==> config.mk <==
export PLATFORM = sky130hd
export DESIGN_NAME = traffic_scheduler
export DESIGN_NICKNAME = d
export VERILOG_FILES = /design/src/rtl/traffic_scheduler.sv
export SDC_FILE = /design/constraint.sdc
export NUM_CORES = 2
export LEC_CHECK = 0
export CAP_MARGIN = 5
export CORE_AREA = 2 2 342 344
export CTS_CLUSTER_SIZE = 30
export DETAILED_ROUTE_END_ITERATION = 10
export DIE_AREA = 0 0 344 346
export GPL_TIMING_DRIVEN = 1
export PLACE_DENSITY = 0.7
export SLEW_MARGIN = 0
export SYNTH_ARGS = -nofsm -noshare
export SYNTH_HDL_FRONTEND = slang
export SYNTH_SLANG_ARGS = --single-unit
==> constraint.sdc <==
create_clock -name clk -period 63.3 [get_ports clk]
set_clock_uncertainty 0.15 [all_clocks]
set_input_delay 6.33 -clock clk [delete_from_list [all_inputs] [get_ports clk]]
set_output_delay 6.33 -clock clk [all_outputs]
set_load 0.01 [all_outputs]
==> src/rtl/traffic_scheduler.sv <==
// traffic_scheduler: round-robin packet command generator for the command FIFO
// that feeds the AXI-Stream packet builder.
//
// Ports:
//   clk, rst        system clock, asynchronous active-high reset
//   start, stop     run control pulses (start latches cfg_* in IDLE)
//   cfg_*           per-stream traffic profiles, stream i in slice i
//   fifo_full       command FIFO full
//   fifo_wr_enable  command FIFO write strobe (combinational: slot valid and not full)
//   size..payload   command fields held in the one-deep output slot
//   busy            high while running or draining
//   done            one-cycle pulse when a run has fully drained
//   total_sent      commands written this run, saturating
module traffic_scheduler #(
    parameter int unsigned N_STREAMS = 4,
    parameter int unsigned CNT_WIDTH = 32,
    parameter int unsigned GAP_WIDTH = 16,
    parameter int unsigned MIN_SIZE  = 64,
    parameter int unsigned MAX_SIZE  = 1518
) (
    input  logic                           clk,
    input  logic                           rst,
    input  logic                           start,
    input  logic                           stop,
    input  logic [N_STREAMS-1:0]           cfg_enable,
    input  logic [N_STREAMS*11-1:0]        cfg_size,
    input  logic [N_STREAMS*48-1:0]        cfg_d_mac,
    input  logic [N_STREAMS*48-1:0]        cfg_s_mac,
    input  logic [N_STREAMS*16-1:0]        cfg_ethertype,
    input  logic [N_STREAMS*8-1:0]         cfg_payload,
    input  logic [N_STREAMS*CNT_WIDTH-1:0] cfg_count,
    input  logic [N_STREAMS*GAP_WIDTH-1:0] cfg_gap,
    input  logic                           fifo_full,
    output logic                           fifo_wr_enable,
    output logic [10:0]                    size,
    output logic [47:0]                    d_mac,
    output logic [47:0]                    s_mac,
    output logic [15:0]                    ethertype,
    output logic [7:0]                     payload,
    output logic                           busy,
    output logic                           done,
    output logic [CNT_WIDTH-1:0]           total_sent
);

    localparam int unsigned IDX_W  = (N_STREAMS > 1) ? $clog2(N_STREAMS) : 1;
    localparam int unsigned SIZE_W = 11;
    localparam logic [SIZE_W-1:0] MIN_S = SIZE_W'(MIN_SIZE);
    localparam logic [SIZE_W-1:0] MAX_S = SIZE_W'(MAX_SIZE);

    typedef enum logic [1:0] {S_IDLE, S_RUN, S_DRAIN} state_t;

    state_t state_q, state_d;
    logic   busy_d, done_d, grant, launch, slot_accept;

    logic                 sh_en    [N_STREAMS];
    logic [SIZE_W-1:0]    sh_size  [N_STREAMS];
    logic [47:0]          sh_d_mac [N_STREAMS];
    logic [47:0]          sh_s_mac [N_STREAMS];
    logic [15:0]          sh_eth   [N_STREAMS];
    logic [7:0]           sh_pay   [N_STREAMS];
    logic [CNT_WIDTH-1:0] sh_count [N_STREAMS];
    logic [GAP_WIDTH-1:0] sh_gap   [N_STREAMS];
    logic [CNT_WIDTH-1:0] rem_q    [N_STREAMS];
    logic [GAP_WIDTH-1:0] gap_q    [N_STREAMS];

    logic [IDX_W-1:0]     rr_q, pick, cand;
    logic                 found, all_done, cmd_valid;
    logic [N_STREAMS-1:0] elig;
    logic [SIZE_W-1:0]    pick_size;
    int                   idx_sum;

    assign fifo_wr_enable = cmd_valid & ~fifo_full;
    assign slot_accept    = ~cmd_valid | fifo_wr_enable;

    // Eligibility per stream; all_done when no enabled stream has work left
    always_comb begin
        all_done = 1'b1;
        elig     = '0;
        for (int i = 0; i < int'(N_STREAMS); i++) begin
            if (sh_en[i] && (sh_count[i] == '0 || rem_q[i] != '0)) begin
                all_done = 1'b0;
                elig[i]  = (gap_q[i] == '0);
            end
        end
    end

    // Round-robin pick: first eligible index scanning from rr_q upward
    always_comb begin
        found   = 1'b0;
        pick    = '0;
        cand    = '0;
        idx_sum = 0;
        for (int k = 0; k < int'(N_STREAMS); k++) begin
            idx_sum = int'(rr_q) + k;
            cand    = IDX_W'(idx_sum % int'(N_STREAMS));
            if (!found && elig[cand]) begin
                found = 1'b1;
                pick  = cand;
            end
        end
    end

    // Size clamp for the granted stream
    always_comb begin
        pick_size = sh_size[pick];
        if (pick_size < MIN_S) begin
            pick_size = MIN_S;
        end else if (pick_size > MAX_S) begin
            pick_size = MAX_S;
        end
    end

    // Next-state and control decode
    always_comb begin
        state_d = state_q;
        grant   = 1'b0;
        done_d  = 1'b0;
        launch  = 1'b0;
        case (state_q)
            S_IDLE: begin
                if (start && !stop) begin
                    launch  = 1'b1;
                    state_d = S_RUN;
                end
            end
            S_RUN: begin
                if (stop || all_done) begin
                    state_d = S_DRAIN;
                end else if (slot_accept && found) begin
                    grant = 1'b1;
                end
            end
            S_DRAIN: begin
                if (!cmd_valid) begin
                    state_d = S_IDLE;
                    done_d  = 1'b1;
                end
            end
            default: state_d = S_IDLE;
        endcase
        busy_d = (state_d != S_IDLE);
    end

    // State register and status outputs
    always_ff @(posedge clk or posedge rst) begin
        if (rst) begin
            state_q <= S_IDLE;
            busy    <= 1'b0;
            done    <= 1'b0;
        end else begin
            state_q <= state_d;
            busy    <= busy_d;
            done    <= done_d;
        end
    end

    // Shadow configuration, remaining counters, gap timers and rr pointer
    always_ff @(posedge clk or posedge rst) begin
        if (rst) begin
            rr_q <= '0;
            for (int i = 0; i < int'(N_STREAMS); i++) begin
                sh_en[i]    <= 1'b0;
                sh_size[i]  <= '0;
                sh_d_mac[i] <= '0;
                sh_s_mac[i] <= '0;
                sh_eth[i]   <= '0;
                sh_pay[i]   <= '0;
                sh_count[i] <= '0;
                sh_gap[i]   <= '0;
                rem_q[i]    <= '0;
                gap_q[i]    <= '0;
            end
        end else if (launch) begin
            rr_q <= '0;
            for (int i = 0; i < int'(N_STREAMS); i++) begin
                sh_en[i]    <= cfg_enable[i];
                sh_size[i]  <= cfg_size[i*11 +: 11];
                sh_d_mac[i] <= cfg_d_mac[i*48 +: 48];
                sh_s_mac[i] <= cfg_s_mac[i*48 +: 48];
                sh_eth[i]   <= cfg_ethertype[i*16 +: 16];
                sh_pay[i]   <= cfg_payload[i*8 +: 8];
                sh_count[i] <= cfg_count[i*CNT_WIDTH +: CNT_WIDTH];
                sh_gap[i]   <= cfg_gap[i*GAP_WIDTH +: GAP_WIDTH];
                rem_q[i]    <= cfg_count[i*CNT_WIDTH +: CNT_WIDTH];
                gap_q[i]    <= '0;
            end
        end else begin
            if (grant) begin
                rr_q <= (pick == IDX_W'(N_STREAMS - 1)) ? '0 : pick + IDX_W'(1);
            end
            for (int i = 0; i < int'(N_STREAMS); i++) begin
                if (grant && pick == IDX_W'(i)) begin
                    if (sh_count[i] != '0) begin
                        rem_q[i] <= rem_q[i] - CNT_WIDTH'(1);
                    end
                    gap_q[i] <= sh_gap[i];
                end else if (gap_q[i] != '0) begin
                    gap_q[i] <= gap_q[i] - GAP_WIDTH'(1);
                end
            end
        end
    end

    // One-deep output slot and the saturating write counter
    always_ff @(posedge clk or posedge rst) begin
        if (rst) begin
            cmd_valid  <= 1'b0;
            size       <= '0;
            d_mac      <= '0;
            s_mac      <= '0;
            ethertype  <= '0;
            payload    <= '0;
            total_sent <= '0;
        end else begin
            if (grant) begin
                cmd_valid <= 1'b1;
                size      <= pick_size;
                d_mac     <= sh_d_mac[pick];
                s_mac     <= sh_s_mac[pick];
                ethertype <= sh_eth[pick];
                payload   <= sh_pay[pick];
            end else if (fifo_wr_enable) begin
                cmd_valid <= 1'b0;
            end
            if (launch) begin
                total_sent <= '0;
            end else if (fifo_wr_enable && total_sent != '1) begin
                total_sent <= total_sent + CNT_WIDTH'(1);
            end
        end
    end

endmodule

==> results by group <==
Logic synthesis
  – Number of synthesized flops with an enable pin: 0
  – Top_reg_cell synth: dfrtp_1
  – Post-synth ARST share: 100%
  – Post-synthesis sequential area ratio: 55.8%
  – Cell count after synthesis: 5906
  – Net count after synthesis: 6652
  – Synth Register Bits: 1082
  – Synth Area per Inst: 8.22 sq um
  – Post-synthesis cell type count: 67
  – Synth warn: 0
  – Post-Synthesis Cell Area: 0.0486 sq mm

Run
  – Max-cap violations: 0

Critical path
  – WP depth: 4
  – R2R setup slack: 56.44 ns
  – Max FO, Critical Path: 3
  – Worst Setup SP: fifo_full
  – CP Cell Sequence: clkdlybuf4s50_1 -> nand2b_1 -> inv_1 -> clkdlybuf4s50_1
  – Most frequent cell on the critical path: clkdlybuf4s50_1
  – Slowest CP cell: clkdlybuf4s50_1
  – Critical path type: in2out
  – Startpoint type of the worst setup path: primary input
  – CP top delay family: buffers and inverters
  – Endpoint class of the critical path: output pin
  – Crit Reg-Reg Endpoint: payload[2]
  – Req. time, crit path: 56.82 ns
  – CP endpoint: fifo_wr_enable
  – Reg-to-reg critical path startpoint: rem_q[76]
  – Critical path buffer and inverter count: 3
  – Slowest Stage Delay on Critical Path: 0.55 ns
  – Worst Path Arrival: 7.61 ns
  – R2R cell count: 13

Global route
  – GRT Overall Usage: 27.7%
  – Total congestion overflow: 0
  – First-pass GRT wire length: 253000 um
  – Initial antenna violation count: 78
  – Vias in the first global route: 42080
  – Largest net degree at the start of global routing: 240

Timing
  – Slew @ Worst Pin: 1.40 ns
  – Setup Viol. Count Final: 0
  – Final Hold Viols: 0
  – Unrepaired setup endpoints after global routing: false
  – Worst relative slew slack: 6.76%
  – Setup TNS: 0 ns
  – Setup ws final: 49.21 ns
  – Final min period: 14.09 ns
  – Hold_ws: 0.318 ns
  – Period utilization: 22.3%
  – Fin. max-slew vios: 0
  – Max Fclk: 71.0 MHz

Pwr
  – Leak: 29.8 nW
  – Power share of the clock group: 27.4%
  – Sw Share: 34.5%
  – Total power: 2.55 mW
  – Max IR drop VDD: 0.0000244 V
  – Power Density: 40.7 mW/mm^2
  – P_int: 1.67 mW
  – Comb pwr share: 28.5%
  – Switch Pwr: 881 uW
  – Part of the power in registers: 44.1%

Drt
  – DR vias: 43515
  – Residual DRC count: 0
  – WL final: 168000 um
  – Post-DR vias/cell: 5.24
  – Initial DRC Count: 3777
  – Post-DR wirelength/cell: 20.2 um
  – Antenna viol nets, final: 0
  – First drt pass iteration count: 6

Floorplanning
  – Die area: 0.119 sq mm
  – Ports: 891
  – Row count: 125
  – Die Wd: 344 um
  – Core ar.: 0.115 sq mm
  – Initial Util: 42.1%
  – Die Y: 346 um

CTS
  – PostCTS Resize Cnt: 0
  – H-Tree Depth: 3
  – Setup repair bufs after CTS: 0
  – Clock root cell: clkbuf_16
  – Clk sinks: 1082
  – Clk Latency, worst-skew pair: 0.73 ns
  – TritonCTS buffer count: 114
  – CTS Hold Bufs: 0
  – TritonCTS clock tree: built
  – Clock transition at the registers of the reported paths: 0.06 ns
  – Clock Path Buffers: 3

Placement
  – DP Area: 0.0587 sq mm
  – Placed Cells: 8045
  – Pre-CTS setup slack: 49.23 ns
  – HPWL Detailed: 118000 um
  – GP Congestion: 0.922
  – IO buf count: 890

Cells and area
  – Most frequent cells in the layout: 2999 x nand2_1, 1082 x dfrtp_1, 890 x clkdlybuf4s50_1
  – Layout Utilization: 54.3%
  – Commonest non-fill, non-tap cell in the layout: nand2_1
  – Fin area: 0.0627 sq mm
  – Final #Nets: 7383
  – Area Overhead vs Synth: 29.1%
  – Layout cells sized above 1: 3.80%
  – Fin cells: 8311

Hold path
  – Hold WC Path Type: reg2reg

Outcome
  – Outcome: finished, final reports clean
## worst min path at each step
| stage | depth (start not counted) | slack, ns | from | to |
|---|---|---|---|---|
| after global placement | 2 | 0.30 | size[10] | size[10] |
| after detailed placement | 2 | 0.31 | size[4] | size[4] |
| final | 2 | 0.32 | size[4] | size[4] |
| after global routing | 2 | 0.34 | sh_s_mac[81] | sh_s_mac[81] |
| after floorplan | 2 | 0.29 | sh_gap[37] | sh_gap[37] |
| after CTS | 2 | 0.32 | size[4] | size[4] |
## worst min-delay path: cells and delay by family, from the launching register on
kind	cells	cell delay, ns
and+or+nand+nor	2	0.10
DFF	1	0.34
## Yosys cell counts, types with 5 or more instances
cell type,count,share of area [%]
nand3b_1,14,0.22
xnor2_1,100,1.8
buf_1,29,0.22
o21ai_0,260,2.7
a211oi_1,61,0.94
nor2b_1,9,0.12
or2_2,5,0.064
nor2_1,198,1.5
or3_1,34,0.44
a21oi_1,27,0.28
and3_1,15,0.19
nor4_1,80,1.0
clkbuf_1,287,2.2
nand4_1,28,0.36
nand3_1,311,3.2
ha_1,21,0.54
a221o_1,5,0.10
dfrtp_1,1082,56
nand2_1,3000,23
nand2b_1,13,0.17
nor3_1,67,0.69
xor2_1,70,1.3
nor3b_1,5,0.077
mux2i_1,17,0.35
o211ai_1,24,0.37
or4_1,27,0.42
inv_1,35,0.27
## power by group through the flow
stage          clock network (mW)  logic, mW  registers (mW)
3_3_place_gp                    0      0.707            1.12
4_1_cts                     0.712      0.731            1.12
5_1_grt                     0.738      0.815            1.16
2_1_floorplan                   0      0.427            1.11
6_report                    0.701      0.727            1.13
3_5_place_dp                    0      0.726            1.13
## flip-flops by register name, indices dropped and copies added (netlist names)
name,cells
rem_q,128
busy,1
cmd_valid,1
d_mac,48
gap_q,64
sh_d_mac,192
sh_eth,64
done,1
size,11
sh_count,128
payload,8
rr_q,2
sh_gap,64
sh_en,4
sh_s_mac,192
state_q,2
total_sent,32
sh_size,44
ethertype,16
s_mac,48
sh_pay,32
## per-layer routing
layer | track usage [%] | vias up | wire length [um]
li1 | - | 20518 | -
met1 | 35.5 | 21034 | 67100
met2 | 43.1 | 1565 | 78300
met3 | 6.34 | 352 | 13500
met4 | 15.6 | 46 | 9040
met5 | 0 | - | 287
## area by class of cell
class | count | area (sq um)
Sequential cell | 1082 | 27100
Clock buffer | 162 | 3250
Multi-Input combinational cell | 4466 | 20200
Fill cell | 10521 | 52700
Inverter | 36 | 143
Tap cell | 1524 | 1910
Clock inverter | 45 | 648
Antenna cell | 59 | 148
Timing Repair Buffer | 937 | 9340
## kinds of logic (layout without fill, tap and decap cells)
kind of cell,count (synthesis),count (layout),share of synthesized area [%]
other,0,59,0
muxes,20,20,0.420
DFF,1082,1082,55.8
and+or+nand+nor,3829,3829,32.1
adders and majority gates,21,21,0.541
xor gates and xnor gates,170,170,3.07
buffers and inverters,358,1180,2.80
AOI/OAI and AO/OA,426,426,5.32
Note: power is estimated with default switching activity, not from simulation.
